`src/rtl/pipe_pkg.sv`:
```
// Shared pipeline definitions for the 5-stage core.
// Holds the write-back selector encoding, the elastic-stage state encoding
// and the core-width stage payload struct reused by other stage registers.
package pipe_pkg;

    localparam int unsigned CORE_DATA_W     = 32;
    localparam int unsigned CORE_REG_ADDR_W = 5;
    localparam int unsigned CORE_WB_SEL_W   = 2;

    // Write-back source encoding; 2'b11 is reserved and selects zero.
    localparam logic [1:0] WB_SEL_ALU = 2'b00;
    localparam logic [1:0] WB_SEL_MEM = 2'b01;
    localparam logic [1:0] WB_SEL_NPC = 2'b10;

    // Occupancy of a two-entry elastic stage (main slot + skid slot).
    typedef enum logic [1:0] {
        EMPTY = 2'd0,
        BUSY  = 2'd1,
        FULL  = 2'd2
    } stage_state_e;

    // Core-width payload carried between MEM and WB.
    typedef struct packed {
        logic [CORE_DATA_W-1:0]     npc;
        logic [CORE_DATA_W-1:0]     alu_c;
        logic [CORE_DATA_W-1:0]     mem_data;
        logic [CORE_REG_ADDR_W-1:0] wr_num;
        logic                       wr_en;
        logic [CORE_WB_SEL_W-1:0]   wb_sel;
    } wb_slot_t;

endpackage

```
`src/rtl/wb_sel_mux.sv`:
```
// Combinational write-back value selector.
// Ports: sel (source select), npc / alu_c / mem_data (candidates),
//        wb_data (selected value, zero for the reserved encoding).
module wb_sel_mux
    import pipe_pkg::*;
#(
    parameter int unsigned DATA_W   = 32,
    parameter int unsigned WB_SEL_W = 2
) (
    input  logic [WB_SEL_W-1:0] sel,
    input  logic [DATA_W-1:0]   npc,
    input  logic [DATA_W-1:0]   alu_c,
    input  logic [DATA_W-1:0]   mem_data,
    output logic [DATA_W-1:0]   wb_data
);

    always_comb begin
        wb_data = '0;
        case (sel)
            WB_SEL_W'(WB_SEL_ALU): wb_data = alu_c;
            WB_SEL_W'(WB_SEL_MEM): wb_data = mem_data;
            WB_SEL_W'(WB_SEL_NPC): wb_data = npc;
            default:               wb_data = '0;
        endcase
    end

endmodule

```
`src/rtl/mem_wb_elastic.sv`:
```
// Elastic MEM/WB pipeline stage with a one-entry skid buffer.
// Ports:
//   clock, reset (sync, active-high), flush (sync squash of held entries)
//   in_valid/in_ready + in_* payload   : from the MEM stage
//   out_valid/out_ready + out_*        : to the register-file write port
//   fwd_valid/fwd_num/fwd_data         : forwarding tap for the hazard unit
//   stall_cnt                          : saturating back-pressure cycle count
module mem_wb_elastic
    import pipe_pkg::*;
#(
    parameter int unsigned DATA_W     = 32,
    parameter int unsigned REG_ADDR_W = 5,
    parameter int unsigned WB_SEL_W   = 2,
    parameter int unsigned CNT_W      = 16
) (
    input  logic                  clock,
    input  logic                  reset,
    input  logic                  flush,
    input  logic                  in_valid,
    output logic                  in_ready,
    input  logic [DATA_W-1:0]     in_npc,
    input  logic [DATA_W-1:0]     in_alu_c,
    input  logic [DATA_W-1:0]     in_mem_data,
    input  logic [REG_ADDR_W-1:0] in_wr_num,
    input  logic                  in_wr_en,
    input  logic [WB_SEL_W-1:0]   in_wb_sel,
    output logic                  out_valid,
    input  logic                  out_ready,
    output logic [REG_ADDR_W-1:0] out_wr_num,
    output logic                  out_wr_en,
    output logic [DATA_W-1:0]     out_wb_data,
    output logic                  fwd_valid,
    output logic [REG_ADDR_W-1:0] fwd_num,
    output logic [DATA_W-1:0]     fwd_data,
    output logic [CNT_W-1:0]      stall_cnt
);

    // Width-parametrised form of pipe_pkg::wb_slot_t.
    typedef struct packed {
        logic [DATA_W-1:0]     npc;
        logic [DATA_W-1:0]     alu_c;
        logic [DATA_W-1:0]     mem_data;
        logic [REG_ADDR_W-1:0] wr_num;
        logic                  wr_en;
        logic [WB_SEL_W-1:0]   wb_sel;
    } slot_t;

    stage_state_e state;
    stage_state_e state_next;
    slot_t        main_slot;
    slot_t        main_next;
    slot_t        skid_slot;
    slot_t        skid_next;
    slot_t        in_slot;
    logic         in_fire;
    logic         out_fire;

    assign in_slot = '{npc:      in_npc,
                       alu_c:    in_alu_c,
                       mem_data: in_mem_data,
                       wr_num:   in_wr_num,
                       wr_en:    in_wr_en,
                       wb_sel:   in_wb_sel};

    assign out_valid = (state != EMPTY);
    assign in_fire   = in_valid & in_ready;
    assign out_fire  = out_valid & out_ready;

    // State register; in_ready is a flop tracking "next state is not FULL".
    always_ff @(posedge clock) begin
        if (reset) begin
            state    <= EMPTY;
            in_ready <= 1'b1;
        end else begin
            state    <= state_next;
            in_ready <= (state_next != FULL);
        end
    end

    // Next-state logic; flush overrides any transfer.
    always_comb begin
        state_next = state;
        case (state)
            EMPTY: begin
                if (in_fire) state_next = BUSY;
            end
            BUSY: begin
                if (in_fire && !out_fire)      state_next = FULL;
                else if (!in_fire && out_fire) state_next = EMPTY;
            end
            FULL: begin
                if (out_fire) state_next = BUSY;
            end
            default: state_next = EMPTY;
        endcase
        if (flush) state_next = EMPTY;
    end

    // Slot update logic; vacated slots are zeroed so outputs stay deterministic.
    always_comb begin
        main_next = main_slot;
        skid_next = skid_slot;
        case (state)
            EMPTY: begin
                if (in_fire) main_next = in_slot;
            end
            BUSY: begin
                if (in_fire && out_fire) begin
                    main_next = in_slot;
                end else if (in_fire) begin
                    skid_next = in_slot;
                end else if (out_fire) begin
                    main_next = '0;
                end
            end
            FULL: begin
                if (out_fire) begin
                    main_next = skid_slot;
                    skid_next = '0;
                end
            end
            default: begin
                main_next = '0;
                skid_next = '0;
            end
        endcase
        if (flush) begin
            main_next = '0;
            skid_next = '0;
        end
    end

    // Payload registers.
    always_ff @(posedge clock) begin
        if (reset) begin
            main_slot <= '0;
            skid_slot <= '0;
        end else begin
            main_slot <= main_next;
            skid_slot <= skid_next;
        end
    end

    // Back-pressure counter; only reset clears it.
    always_ff @(posedge clock) begin
        if (reset) begin
            stall_cnt <= '0;
        end else if (in_valid && !in_ready && (stall_cnt != {CNT_W{1'b1}})) begin
            stall_cnt <= stall_cnt + CNT_W'(1);
        end
    end

    wb_sel_mux #(
        .DATA_W   (DATA_W),
        .WB_SEL_W (WB_SEL_W)
    ) u_wb_sel_mux (
        .sel      (main_slot.wb_sel),
        .npc      (main_slot.npc),
        .alu_c    (main_slot.alu_c),
        .mem_data (main_slot.mem_data),
        .wb_data  (out_wb_data)
    );

    assign out_wr_num = main_slot.wr_num;
    assign out_wr_en  = main_slot.wr_en & out_valid;
    // Writes to r0 reach WB but must never be forwarded.
    assign fwd_valid  = out_valid & main_slot.wr_en & (main_slot.wr_num != '0);
    assign fwd_num    = main_slot.wr_num;
    assign fwd_data   = out_wb_data;

endmodule

```
`config.mk`:
```
export PLATFORM = sky130hd
export DESIGN_NAME = mem_wb_elastic
export DESIGN_NICKNAME = d
export VERILOG_FILES = /design/src/rtl/pipe_pkg.sv /design/src/rtl/wb_sel_mux.sv /design/src/rtl/mem_wb_elastic.sv
export SDC_FILE = /design/constraint.sdc
export NUM_CORES = 1
export LEC_CHECK = 0
export CORE_ASPECT_RATIO = 0.5
export CORE_MARGIN = 4
export CORE_UTILIZATION = 50
export CTS_CLUSTER_DIAMETER = 80
export DETAILED_ROUTE_END_ITERATION = 10
export GPL_TIMING_DRIVEN = 0
export MAX_ROUTING_LAYER = met4
export PLACE_DENSITY = 0.76
export SETUP_SLACK_MARGIN = 0.15
export SYNTH_ARGS = -nofsm -noshare
export SYNTH_HDL_FRONTEND = slang
export SYNTH_SLANG_ARGS = --single-unit
```
`constraint.sdc`:
```
create_clock -name clock -period 3.02 [get_ports clock]
set_input_delay 0.604 -clock clock [delete_from_list [all_inputs] [get_ports clock]]
set_output_delay 0.604 -clock clock [all_outputs]
set_load 0.01 [all_outputs]
```
==> results of run 1 <==
## report_power, final
part	total, mW	switching [mW]	internal (mW)
clock network	3.00	1.25	1.76
registers	3.12	0.0680	3.05
logic	1.21	0.670	0.538
total	7.34	1.98	5.35
## what timing repair did
item / CTS / global route
cloned: 0 / 1
endpoints found under the hold margin: 0 / 0
pin swaps: 1 / 6
buffers inserted: 2 / 1
setup endpoints to repair: 67 / 38
gates resized for setup: 107 / 40
hold buffers: 0 / 0
## cells in the mapped netlist (2+ instances only)
library cell,count
nand2b_1,3
buf_1,9
o31ai_1,5
nand3_1,9
buf_2,21
clkbuf_8,2
nand2_1,36
o21ai_0,5
or4_1,5
o22ai_1,31
a22oi_1,105
nand4_1,2
nand3b_1,5
and2_1,58
mux2i_1,243
nor2b_1,2
or3_1,3
nor2_1,261
a21oi_1,15
o32ai_1,47
buf_4,43
inv_1,55
or4_2,2
a211oi_1,3
nor3_1,4
and4b_1,2
or2_2,3
o2bb2ai_1,57
clkbuf_1,95
dfxtp_1,227
## registers in the layout, indices dropped and copies added, names as in the netlist
signal	flops
in_ready	1
main_slot	99
state	2
skid_slot	104
fwd_num	5
stall_cnt	16
## area by class of cell
| cell class | count | share of cell area [%] |
|---|---|---|
| multi-input combinational | 920 | 43.4 |
| sequential | 227 | 28.7 |
| timing repair buffer | 203 | 13.1 |
| buffer | 171 | 6.14 |
| clock buffer | 34 | 4.40 |
| tap | 307 | 2.43 |
| inverter | 55 | 1.30 |
| clock inverter | 6 | 0.506 |
## per-layer routing
metal  global-route usage [%]  vias to the layer above  wire length [um]  part of all wire (%)
met1                     43.3                     5618             18700                    44
li1                         -                     5306                 -                     -
met3                     5.56                       67              3580                   8.3
met5                        -                        -                 0                     0
met4                     7.58                        0               998                   2.3
met2                     51.4                      488             19600                    46
## stage by stage
stage               hold slack [ns]  utilization (%)  setup TNS (ns)  power, mW
detailed placement            0.483             61.9          -10.50       4.29
floorplan                     0.460                -               0       3.78
global placement              0.471             61.9           -9.62       4.26
finish                        0.325             68.4               0       7.34
CTS                           0.311             67.5               0       7.30
global route                  0.332             68.4               0       7.57
## worst paths after layout
kind	start	endpoint	slack, ns	depth (start not counted)
worst min register to register	skid_slot[55]	skid_slot[55]	0.50	2
worst max register to register	state[0]	main_slot[96]	0.22	7
worst min-delay path	reset	stall_cnt[15]	0.32	2
worst max-delay path	main_slot[0]	out_wb_data[16]	0.13	5
## kinds of logic after synthesis
kind of cell    Yosys count
simple gates            400
xor+xnor                  1
fa+ha+maj                 1
buf+inv                 226
flops                   227
compound gates          275
mux                     243
==> summary.txt, run 1 <==
Status
  • Outcome: finished clean

Clock tree
  • Root buf cell: clkbuf_16
  • Clk sink count: 227
  • Clock-pin slew of the registers on the worst-case setup and hold paths: 0.07 ns
  • H-Tree Depth: 1
  • CTS tree: built
  • CTS buffer count: 22
  • Skew-Pair Late Insertion Delay: 0.53 ns
  • Clk buf depth: 3

Cells and area
  • Reg area: 0.00455 mm^2
  • Fillcell total: 1900
  • Most frequent cells in the layout: nor2_1 (261), dfxtp_1 (226), mux2i_1 (220)
  • Final instance area: 0.0158 mm^2
  • Non-filler cells in the finished layout: 1923
  • Area of the multi-input gates: 0.00687 mm^2
  • Layout area overhead: 32.5%
  • # nets final: 1710
  • Commonest non-fill, non-tap cell in the layout: nor2_1
  • Layout cells sized above 1: 11.6%
  • # diodes: 0

STA
  • Clock skew: 0.0125 ns
  • Period utilization: 95.8%
  • Final Setup Violations: 0
  • Count of final max-slew check failures: 0
  • Rel. slew slack: 25.1%
  • PnR worst setup slack: 0.127 ns
  • Worst-margin pin slew: 1.11 ns
  • Fin crit period: 2.89 ns
  • RSZ-0062 raised after global routing: true
  • Max Clock Freq: 346 MHz
  • Final Hold Viols: 0

Die
  • Ports: 203
  • Core Area: 0.0231 mm^2
  • Row Count: 39
  • Die area: 0.0266 mm^2
  • Initial Util: 51.6%
  • Die Span Y: 117 um
  • Die width: 227 um

Place
  • DP Cell Count: 1879
  • Post-DP Area: 0.0143 mm^2
  • GPL Wtd Cong: 1.00
  • Port buffer count: 199
  • DPL Wire Length: 32300 um
  • Place WS: -0.276 ns

Synth
  • Syn Nets: 1483
  • Area contributors post-synth: dfxtp_1 (38%), mux2i_1 (20%), nor2_1 (8.2%)
  • Post-synth EDFFs: 0
  • Synthesized cell area: 0.0119 mm^2
  • Simple-gate portion of the synthesized area: 14.9%
  • Synth Instances: 1373
  • Largest family of logic cells by synthesized area: multiplexers
  • Synthesis warning total: 0
  • Mux share of post-synthesis cell area: 20.4%
  • Post-Synth Adder-Cell Area: 0.105%
  • Yosys reg bits: 227
  • Leading area contributor after synthesis: dfxtp_1
  • Sequential area share after synthesis: 38.0%
  • Synth Area per Inst: 8.70 um^2
  • Async SR Flop Fraction: 0%
  • Predominant post-synthesis flop cell: dfxtp_1
  • Compound-Gate Fraction of Synth Area: 17.7%
  • XOR/XNOR share of the synthesized area: 0.0733%
  • Share of Yosys cell area claimed by the top area cell type: 38.0%
  • Synth cell types: 45

Global routing
  • Total global routing track utilization: 32.2%
  • Grt ovf: 0
  • Vias in the first global route: 11024
  • First-pass GRT wire length: 64100 um
  • Initial antenna violation count: 0
  • Largest net degree at the start of global routing: 15

Route
  • DR pass1 iterations: 6
  • Iter 0 DRT Violations: 1073
  • Vias post-DR: 11479
  • Remaining antenna violation count: 0
  • Via density: 5.97
  • Routed len/inst: 22.3 um
  • DRC: 0
  • DRT Wirelength: 42900 um

Critical path
  • CP max-delay cell: clkdlybuf4s50_1
  • Crit path launch type: flip-flop
  • CP required: 2.42 ns
  • Crit-path max cell delay: 0.47 ns
  • Crit Path Class: flip-flop to output pin
  • Crit-path max FO: 10
  • Top Family by Delay on Critical Path: buffers and inverters
  • WP data arrival: 2.29 ns
  • Crit. End Element: output pin
  • Crit path cell chain: clkbuf_8, mux2i_4, o22ai_2, buf_4, clkdlybuf4s50_1
  • WP buf/inv: 3

Power
  • Peak supply drop: 0.342 mV
  • Leak Pwr: 5.68 nW
  • Power Density: 463 mW/mm^2

Worst hold path
  • Hold Crit Class: input pin to flip-flop

Flow run
  • Max cap viols: 0
(Power assumes the default switching activity.)
==> run 2: changes to the inputs <==
--- a/config.mk
+++ b/config.mk
@@ -7,12 +7,13 @@
 export LEC_CHECK = 0
 export CORE_ASPECT_RATIO = 0.5
 export CORE_MARGIN = 4
-export CORE_UTILIZATION = 50
+export CORE_UTILIZATION = 55
 export CTS_CLUSTER_DIAMETER = 80
 export DETAILED_ROUTE_END_ITERATION = 10
 export GPL_TIMING_DRIVEN = 0
 export MAX_ROUTING_LAYER = met4
-export PLACE_DENSITY = 0.76
+export PLACE_DENSITY = 0.82
+export RECOVER_POWER = 100
 export SETUP_SLACK_MARGIN = 0.15
 export SYNTH_ARGS = -nofsm -noshare
 export SYNTH_HDL_FRONTEND = slang
==> run 2 against run 1 <==
Fmax shrank 3.0%. Clock-buffer cell count shrank 9. Sequential power is essentially flat. First-iteration DRC count grew 5.5%. Global-route usage grew 1.4 points. Worst hold slack lost 0.0047 ns. Final cell count shrank 0.94%. Design area shrank 1.2%.
==> summary.txt, run 2 (same netlist as run 1, synthesis figures left out) <==
STA
  • PnR worst setup slack: 0.0368 ns (was 0.127 ns)
  • Rel. slew slack: 28.1% (was 25.1%)
  • Period utilization: 98.8% (was 95.8%)
  • Worst hold slack: 0.320 ns (was 0.325 ns)
  • Fin crit period: 2.98 ns (was 2.89 ns)
  • Final Hold Viols: 0 (unchanged)
  • RSZ-0062 raised after global routing: true (unchanged)
  • Final Setup Violations: 0 (unchanged)
  • Clock skew: 0.00743 ns (was 0.0125 ns)
  • Max Clock Freq: 335 MHz (was 346 MHz)
  • Worst-margin pin slew: 1.06 ns (was 1.11 ns)
  • Count of final max-slew check failures: 0 (unchanged)

Critical path
  • Crit-path max FO: 10 (unchanged)
  • Crit-path max cell delay: 0.51 ns (was 0.47 ns)
  • Crit. End Element: output pin (unchanged)
  • Top Family by Delay on Critical Path: buffers and inverters (unchanged)
  • Crit path launch type: flip-flop (unchanged)
  • CP required: 2.42 ns (about the same)
  • CP max-delay cell: clkdlybuf4s50_1 (unchanged)
  • WP data arrival: 2.38 ns (was 2.29 ns)
  • Crit Path Class: flip-flop to output pin (unchanged)
  • Stages on worst setup path: 5 (unchanged)
  • WP buf/inv: 3 (unchanged)
  • Worst Reg-to-Reg Cells: 7 (unchanged)
  • RR Startpoint: state[1] (was state[0])
  • Crit path cell chain: buf_8, clkbuf_16, mux2i_1, o22ai_1, clkdlybuf4s50_1 (was clkbuf_8, mux2i_4, o22ai_2, buf_4, clkdlybuf4s50_1)
  • Crit path launch: main_slot[0] (unchanged)

Clock tree
  • CTS buffer count: 21 (was 22)
  • Clk buf depth: 3 (unchanged)
  • Root buf cell: clkbuf_16 (unchanged)
  • Hold_buf cts: 0 (unchanged)
  • CTS tree: built (unchanged)
  • Skew-Pair Late Insertion Delay: 0.51 ns (was 0.53 ns)
  • Clk sink count: 227 (unchanged)
  • Clock-pin slew of the registers on the worst-case setup and hold paths: 0.07 ns (about the same)
  • H-Tree Depth: 1 (unchanged)

Worst hold path
  • Hold path startpoint: reset (unchanged)
  • Hold Crit Class: input pin to flip-flop (unchanged)
  • Hold Path Depth: 2 (unchanged)

Cells and area
  • Non-filler cells in the finished layout: 1905 (was 1923)
  • Reg area: 0.00455 mm^2 (unchanged)
  • Biggest register: skid_slot (unchanged)
  • Final instance area: 0.0156 mm^2 (was 0.0158 mm^2)
  • Area of the multi-input gates: 0.00675 mm^2 (was 0.00687 mm^2)
  • Fillcell total: 1553 (was 1900)
  • # nets final: 1709 (was 1710)
  • Layout cells sized above 1: 10.0% (was 11.6%)
  • Top Registers: skid_slot (104), main_slot (99), stall_cnt (16) (unchanged)
  • Final core utilization: 74.7% (was 68.4%)
  • Most frequent cells in the layout: nor2_1 (261), mux2i_1 (226), dfxtp_1 (226) (was nor2_1 (261), dfxtp_1 (226), mux2i_1 (220))
  • Commonest non-fill, non-tap cell in the layout: nor2_1 (unchanged)
  • # diodes: 0 (unchanged)
  • Max reg flops: 104 (unchanged)
  • Layout area overhead: 30.9% (was 32.5%)

Power
  • Peak supply drop: 0.356 mV (was 0.342 mV)
  • Leak Pwr: 5.71 nW (was 5.68 nW)
  • Power Density: 466 mW/mm^2 (was 463 mW/mm^2)

Place
  • Port buffer count: 199 (unchanged)
  • DPL Wire Length: 31400 um (was 32300 um)
  • DP Cell Count: 1864 (was 1879)
  • Post-DP Area: 0.0143 mm^2 (about the same)
  • GPL Wtd Cong: 1.03 (was 1.00)
  • Place WS: -0.437 ns (was -0.276 ns)

Flow run
  • Max cap viols: 0 (unchanged)

Die
  • Row Count: 37 (was 39)
  • Ports: 203 (unchanged)
  • Core Area: 0.0209 mm^2 (was 0.0231 mm^2)
  • Initial Util: 57.1% (was 51.6%)
  • Die Span Y: 112 um (was 117 um)
  • Die area: 0.0243 mm^2 (was 0.0266 mm^2)
  • Die width: 216 um (was 227 um)

Status
  • Outcome: finished clean (unchanged)

Global routing
  • Initial antenna violation count: 0 (unchanged)
  • First-pass GRT wire length: 62800 um (was 64100 um)
  • Grt ovf: 0 (unchanged)
  • Total global routing track utilization: 33.6% (was 32.2%)
  • Largest net degree at the start of global routing: 17 (was 15)
  • Vias in the first global route: 10963 (was 11024)

Route
  • Via density: 6.06 (was 5.97)
  • Remaining antenna violation count: 0 (unchanged)
  • Routed len/inst: 22.1 um (was 22.3 um)
  • Vias post-DR: 11544 (was 11479)
  • DRC: 0 (unchanged)
  • DR pass1 iterations: 6 (unchanged)
  • DRT Wirelength: 42100 um (was 42900 um)
  • Iter 0 DRT Violations: 1132 (was 1073)
[run 2: metrics by stage]
step                      TNS, ns  power [mW]
after CTS                       0        7.25
after global routing            0        7.50
after detailed placement   -17.81        4.28
after floorplan                 0        3.78
final                           0        7.29
after global placement     -17.38        4.26
[run 2: path summary, 6_finish.rpt]
path,endpoint,slack [ns]
worst max-delay path,fwd_data[14],0.04
worst min-delay path,stall_cnt[3],0.32
worst max register to register,skid_slot[99],0.19
worst min register to register,skid_slot[93],0.49
[run 2: where the power goes]
| part | internal, mW | leakage, nW | switching [mW] | total (mW) |
|---|---|---|---|---|
| sequential | 3.05 | 1.84 | 0.0638 | 3.12 |
| clock | 1.74 | 0.356 | 1.24 | 2.97 |
| combinational | 0.524 | 3.52 | 0.673 | 1.20 |
| total | 5.31 | 5.71 | 1.97 | 7.29 |
[run 2: repair_timing]
item | 4_1_cts | 5_1_grt
resized for setup | 102 | 48
pin swaps | 2 | 2
hold endpoints to repair | 0 | 0
setup endpoints to repair | 72 | 48
buffers inserted | 3 | 0
gates cloned | 0 | 1
[run 2: layer usage]
layer,track usage [%],part of all wire (%),vias to the layer above
met4,7.58,2.2,0
met3,6.00,10,74
met1,46.5,43,5581
met2,51.6,44,596
li1,-,-,5293
met5,-,0,-
[run 2: cell type report]
class / instances / area share [%]
timing repair buffer: 203 / 13.2
inverter: 55 / 1.32
multi-input combinational: 920 / 43.2
clock buffer: 25 / 3.52
tap: 292 / 2.34
clock inverter: 12 / 1.23
buffer: 171 / 6.13
sequential: 227 / 29.1
==> run 3: changes to the inputs <==
--- a/config.mk
+++ b/config.mk
@@ -5,14 +5,15 @@
 export SDC_FILE = /design/constraint.sdc
 export NUM_CORES = 1
 export LEC_CHECK = 0
+export CELL_PAD_IN_SITES_DETAIL_PLACEMENT = 1
+export CELL_PAD_IN_SITES_GLOBAL_PLACEMENT = 1
 export CORE_ASPECT_RATIO = 0.5
 export CORE_MARGIN = 4
-export CORE_UTILIZATION = 55
+export CORE_UTILIZATION = 44
 export CTS_CLUSTER_DIAMETER = 80
 export DETAILED_ROUTE_END_ITERATION = 10
-export GPL_TIMING_DRIVEN = 0
 export MAX_ROUTING_LAYER = met4
-export PLACE_DENSITY = 0.82
+export PLACE_DENSITY_LB_ADDON = 0.1
 export RECOVER_POWER = 100
 export SETUP_SLACK_MARGIN = 0.15
 export SYNTH_ARGS = -nofsm -noshare
==> constraint.sdc (replaced) <==
create_clock -name clock -period 3.02 [get_ports clock]
set_input_delay 0.604 -clock clock [delete_from_list [all_inputs] [get_ports clock]]
set_output_delay 0.604 -clock clock [all_outputs]
set_load 0.005 [all_outputs]
==> run 3 against run 2 <==
Highest routed layer unchanged. First-iteration DRC count is 22% lower. Sequential share of layout area is 1.5 points higher. Design area shrank 4.7%. Register-to-register slack better by 0.07 ns. Worst setup slack gained 0.061 ns.
==> summary.txt, run 3 (same netlist as run 1, synthesis figures left out) <==
Place
  • GPL Wtd Cong: 0.877 (was 1.03)
  • Post-DP Area: 0.0141 mm^2 (was 0.0143 mm^2)
  • DPL Wire Length: 29400 um (was 31400 um)
  • Port buffer count: 202 (was 199)
  • DP Cell Count: 1795 (was 1864)

Power
  • Leak Pwr: 5.26 nW (was 5.71 nW)
  • Power Density: 479 mW/mm^2 (was 466 mW/mm^2)
  • Peak supply drop: 0.342 mV (was 0.356 mV)
  • Final Total Pwr: 7.14 mW (was 7.29 mW)

Cells and area
  • Fillcell total: 3005 (was 1553)
  • Layout area overhead: 24.7% (was 30.9%)
  • Final instance area: 0.0149 mm^2 (was 0.0156 mm^2)
  • Area of the multi-input gates: 0.00646 mm^2 (was 0.00675 mm^2)
  • Biggest register: skid_slot (unchanged)
  • Commonest non-fill, non-tap cell in the layout: nor2_1 (unchanged)
  • # nets final: 1579 (was 1709)
  • Top Registers: skid_slot (104), main_slot (99), stall_cnt (16) (unchanged)
  • Final core utilization: 56.0% (was 74.7%)
  • Most frequent cells in the layout: nor2_1 (261), mux2i_1 (236), dfxtp_1 (223) (was nor2_1 (261), mux2i_1 (226), dfxtp_1 (226))
  • Layout cells sized above 1: 6.67% (was 10.0%)
  • Reg area: 0.00456 mm^2 (was 0.00455 mm^2)
  • Non-filler cells in the finished layout: 1839 (was 1905)
  • Max reg flops: 104 (unchanged)

Critical path
  • WP data arrival: 2.32 ns (was 2.38 ns)
  • Worst Reg-to-Reg Cells: 7 (unchanged)
  • Crit. End Element: output pin (unchanged)
  • RR Startpoint: state[1] (unchanged)
  • Worst reg2reg setup slack: 0.26 ns (was 0.19 ns)
  • Crit path launch type: flip-flop (unchanged)
  • Reg-to-Reg End: skid_slot[4] (was skid_slot[99])
  • Crit Path Class: flip-flop to output pin (unchanged)
  • Crit-path max FO: 9 (was 10)
  • CP required: 2.42 ns (about the same)

Route
  • Via density: 5.92 (was 6.06)
  • Iter 0 DRT Violations: 882 (was 1132)
  • DRT Wirelength: 43700 um (was 42100 um)
  • DRC: 0 (unchanged)
  • Remaining antenna violation count: 0 (unchanged)
  • Routed len/inst: 23.7 um (was 22.1 um)
  • DR pass1 iterations: 5 (was 6)
  • Vias post-DR: 10895 (was 11544)

STA
  • Setup_tns: 0 ns (unchanged)
  • Max Clock Freq: 342 MHz (was 335 MHz)
  • Final Hold Viols: 0 (unchanged)
  • RSZ-0062 raised after global routing: true (unchanged)
  • Period utilization: 96.8% (was 98.8%)
  • Clock skew: 0.00968 ns (was 0.00743 ns)
  • Worst-margin pin slew: 1.02 ns (was 1.06 ns)
  • Fin crit period: 2.92 ns (was 2.98 ns)
  • Final Setup Violations: 0 (unchanged)
  • Rel. slew slack: 31.0% (was 28.1%)
  • Count of final max-slew check failures: 0 (unchanged)

Clock tree
  • Clk buf depth: 3 (unchanged)
  • Clock-pin slew of the registers on the worst-case setup and hold paths: 0.07 ns (about the same)
  • CTS tree: built (unchanged)
  • Root buf cell: clkbuf_16 (unchanged)
  • Clk sink count: 227 (unchanged)
  • H-Tree Depth: 1 (unchanged)
  • Hold_buf cts: 0 (unchanged)
  • CTS buffer count: 22 (was 21)
  • Skew-Pair Late Insertion Delay: 0.52 ns (was 0.51 ns)

Global routing
  • Total global routing track utilization: 28.4% (was 33.6%)
  • First-pass GRT wire length: 65700 um (was 62800 um)
  • Initial antenna violation count: 2 (was 0)
  • Grt ovf: 0 (unchanged)
  • Vias in the first global route: 11200 (was 10963)
  • Largest net degree at the start of global routing: 105 (was 17)

Die
  • Core Area: 0.0266 mm^2 (was 0.0209 mm^2)
  • Ports: 203 (unchanged)
  • Row Count: 42 (was 37)
  • Die Span Y: 125 um (was 112 um)
  • Die width: 241 um (was 216 um)
  • Die area: 0.0300 mm^2 (was 0.0243 mm^2)
  • Initial Util: 44.9% (was 57.1%)

Status
  • Outcome: finished clean (unchanged)

Flow run
  • Max cap viols: 0 (unchanged)

Worst hold path
  • Hold path startpoint: skid_slot[93] (was reset)
  • Hold Path Depth: 2 (unchanged)
  • Hold Crit Class: flip-flop to flip-flop (was input pin to flip-flop)
  • Hold Path Sink: skid_slot[93] (was stall_cnt[3])
run 3: power by group:
part	internal, mW	total (mW)	switching, mW	leakage [nW]
logic	0.477	1.11	0.631	3.06
clock network	1.66	2.92	1.26	0.362
registers	3.05	3.11	0.0568	1.84
run 3: critical path, cell delays in order, from the launching register on:
cell and delay [ns]:
dfxtp_4 0.47, buf_6 0.21, mux2i_1 0.34, o22ai_1 0.17, dlygate4sd3_1 0.61
run 3: worst max-delay path by stage:
stage / cells past startpoint / from / end / slack (ns)
floorplan: 5 / main_slot[0] / out_wb_data[0] / 0.73
global placement: 6 / out_ready / main_slot[72] / 0.29
detailed placement: 6 / out_ready / main_slot[58] / 0.22
CTS: 4 / main_slot[0] / out_wb_data[8] / 0.12
global route: 4 / main_slot[0] / out_wb_data[4] / 0.05
finish: 4 / main_slot[0] / out_wb_data[14] / 0.1
run 3: metal layers:
metal	wire length, um	track usage [%]
met5	0	-
met4	885	6.34
met3	2320	4.87
met2	20500	44.9
met1	20000	38.3
run 3: area by class of cell:
type / instances / share of cell area [%]
clock buffer: 35 / 4.64
tap: 352 / 2.96
antenna: 2 / 0.0336
sequential: 227 / 30.6
inverter: 55 / 1.39
multi-input combinational: 920 / 43.4
timing repair buffer: 243 / 16.7
clock inverter: 5 / 0.370
run 3: repair_timing:
action,CTS,global route
pin swaps,0,0
resized for setup,11,17
endpoints found under the setup margin,61,35
setup buffers,0,2
run 3: through the flow:
| stage | hold WS [ns] | worst slack (ns) |
|---|---|---|
| finish | 0.494 | 0.0975 |
| CTS | 0.502 | 0.120 |
| global route | 0.530 | 0.0526 |
| detailed placement | 0.486 | 0.222 |
| global placement | 0.471 | 0.286 |
| floorplan | 0.460 | 0.733 |
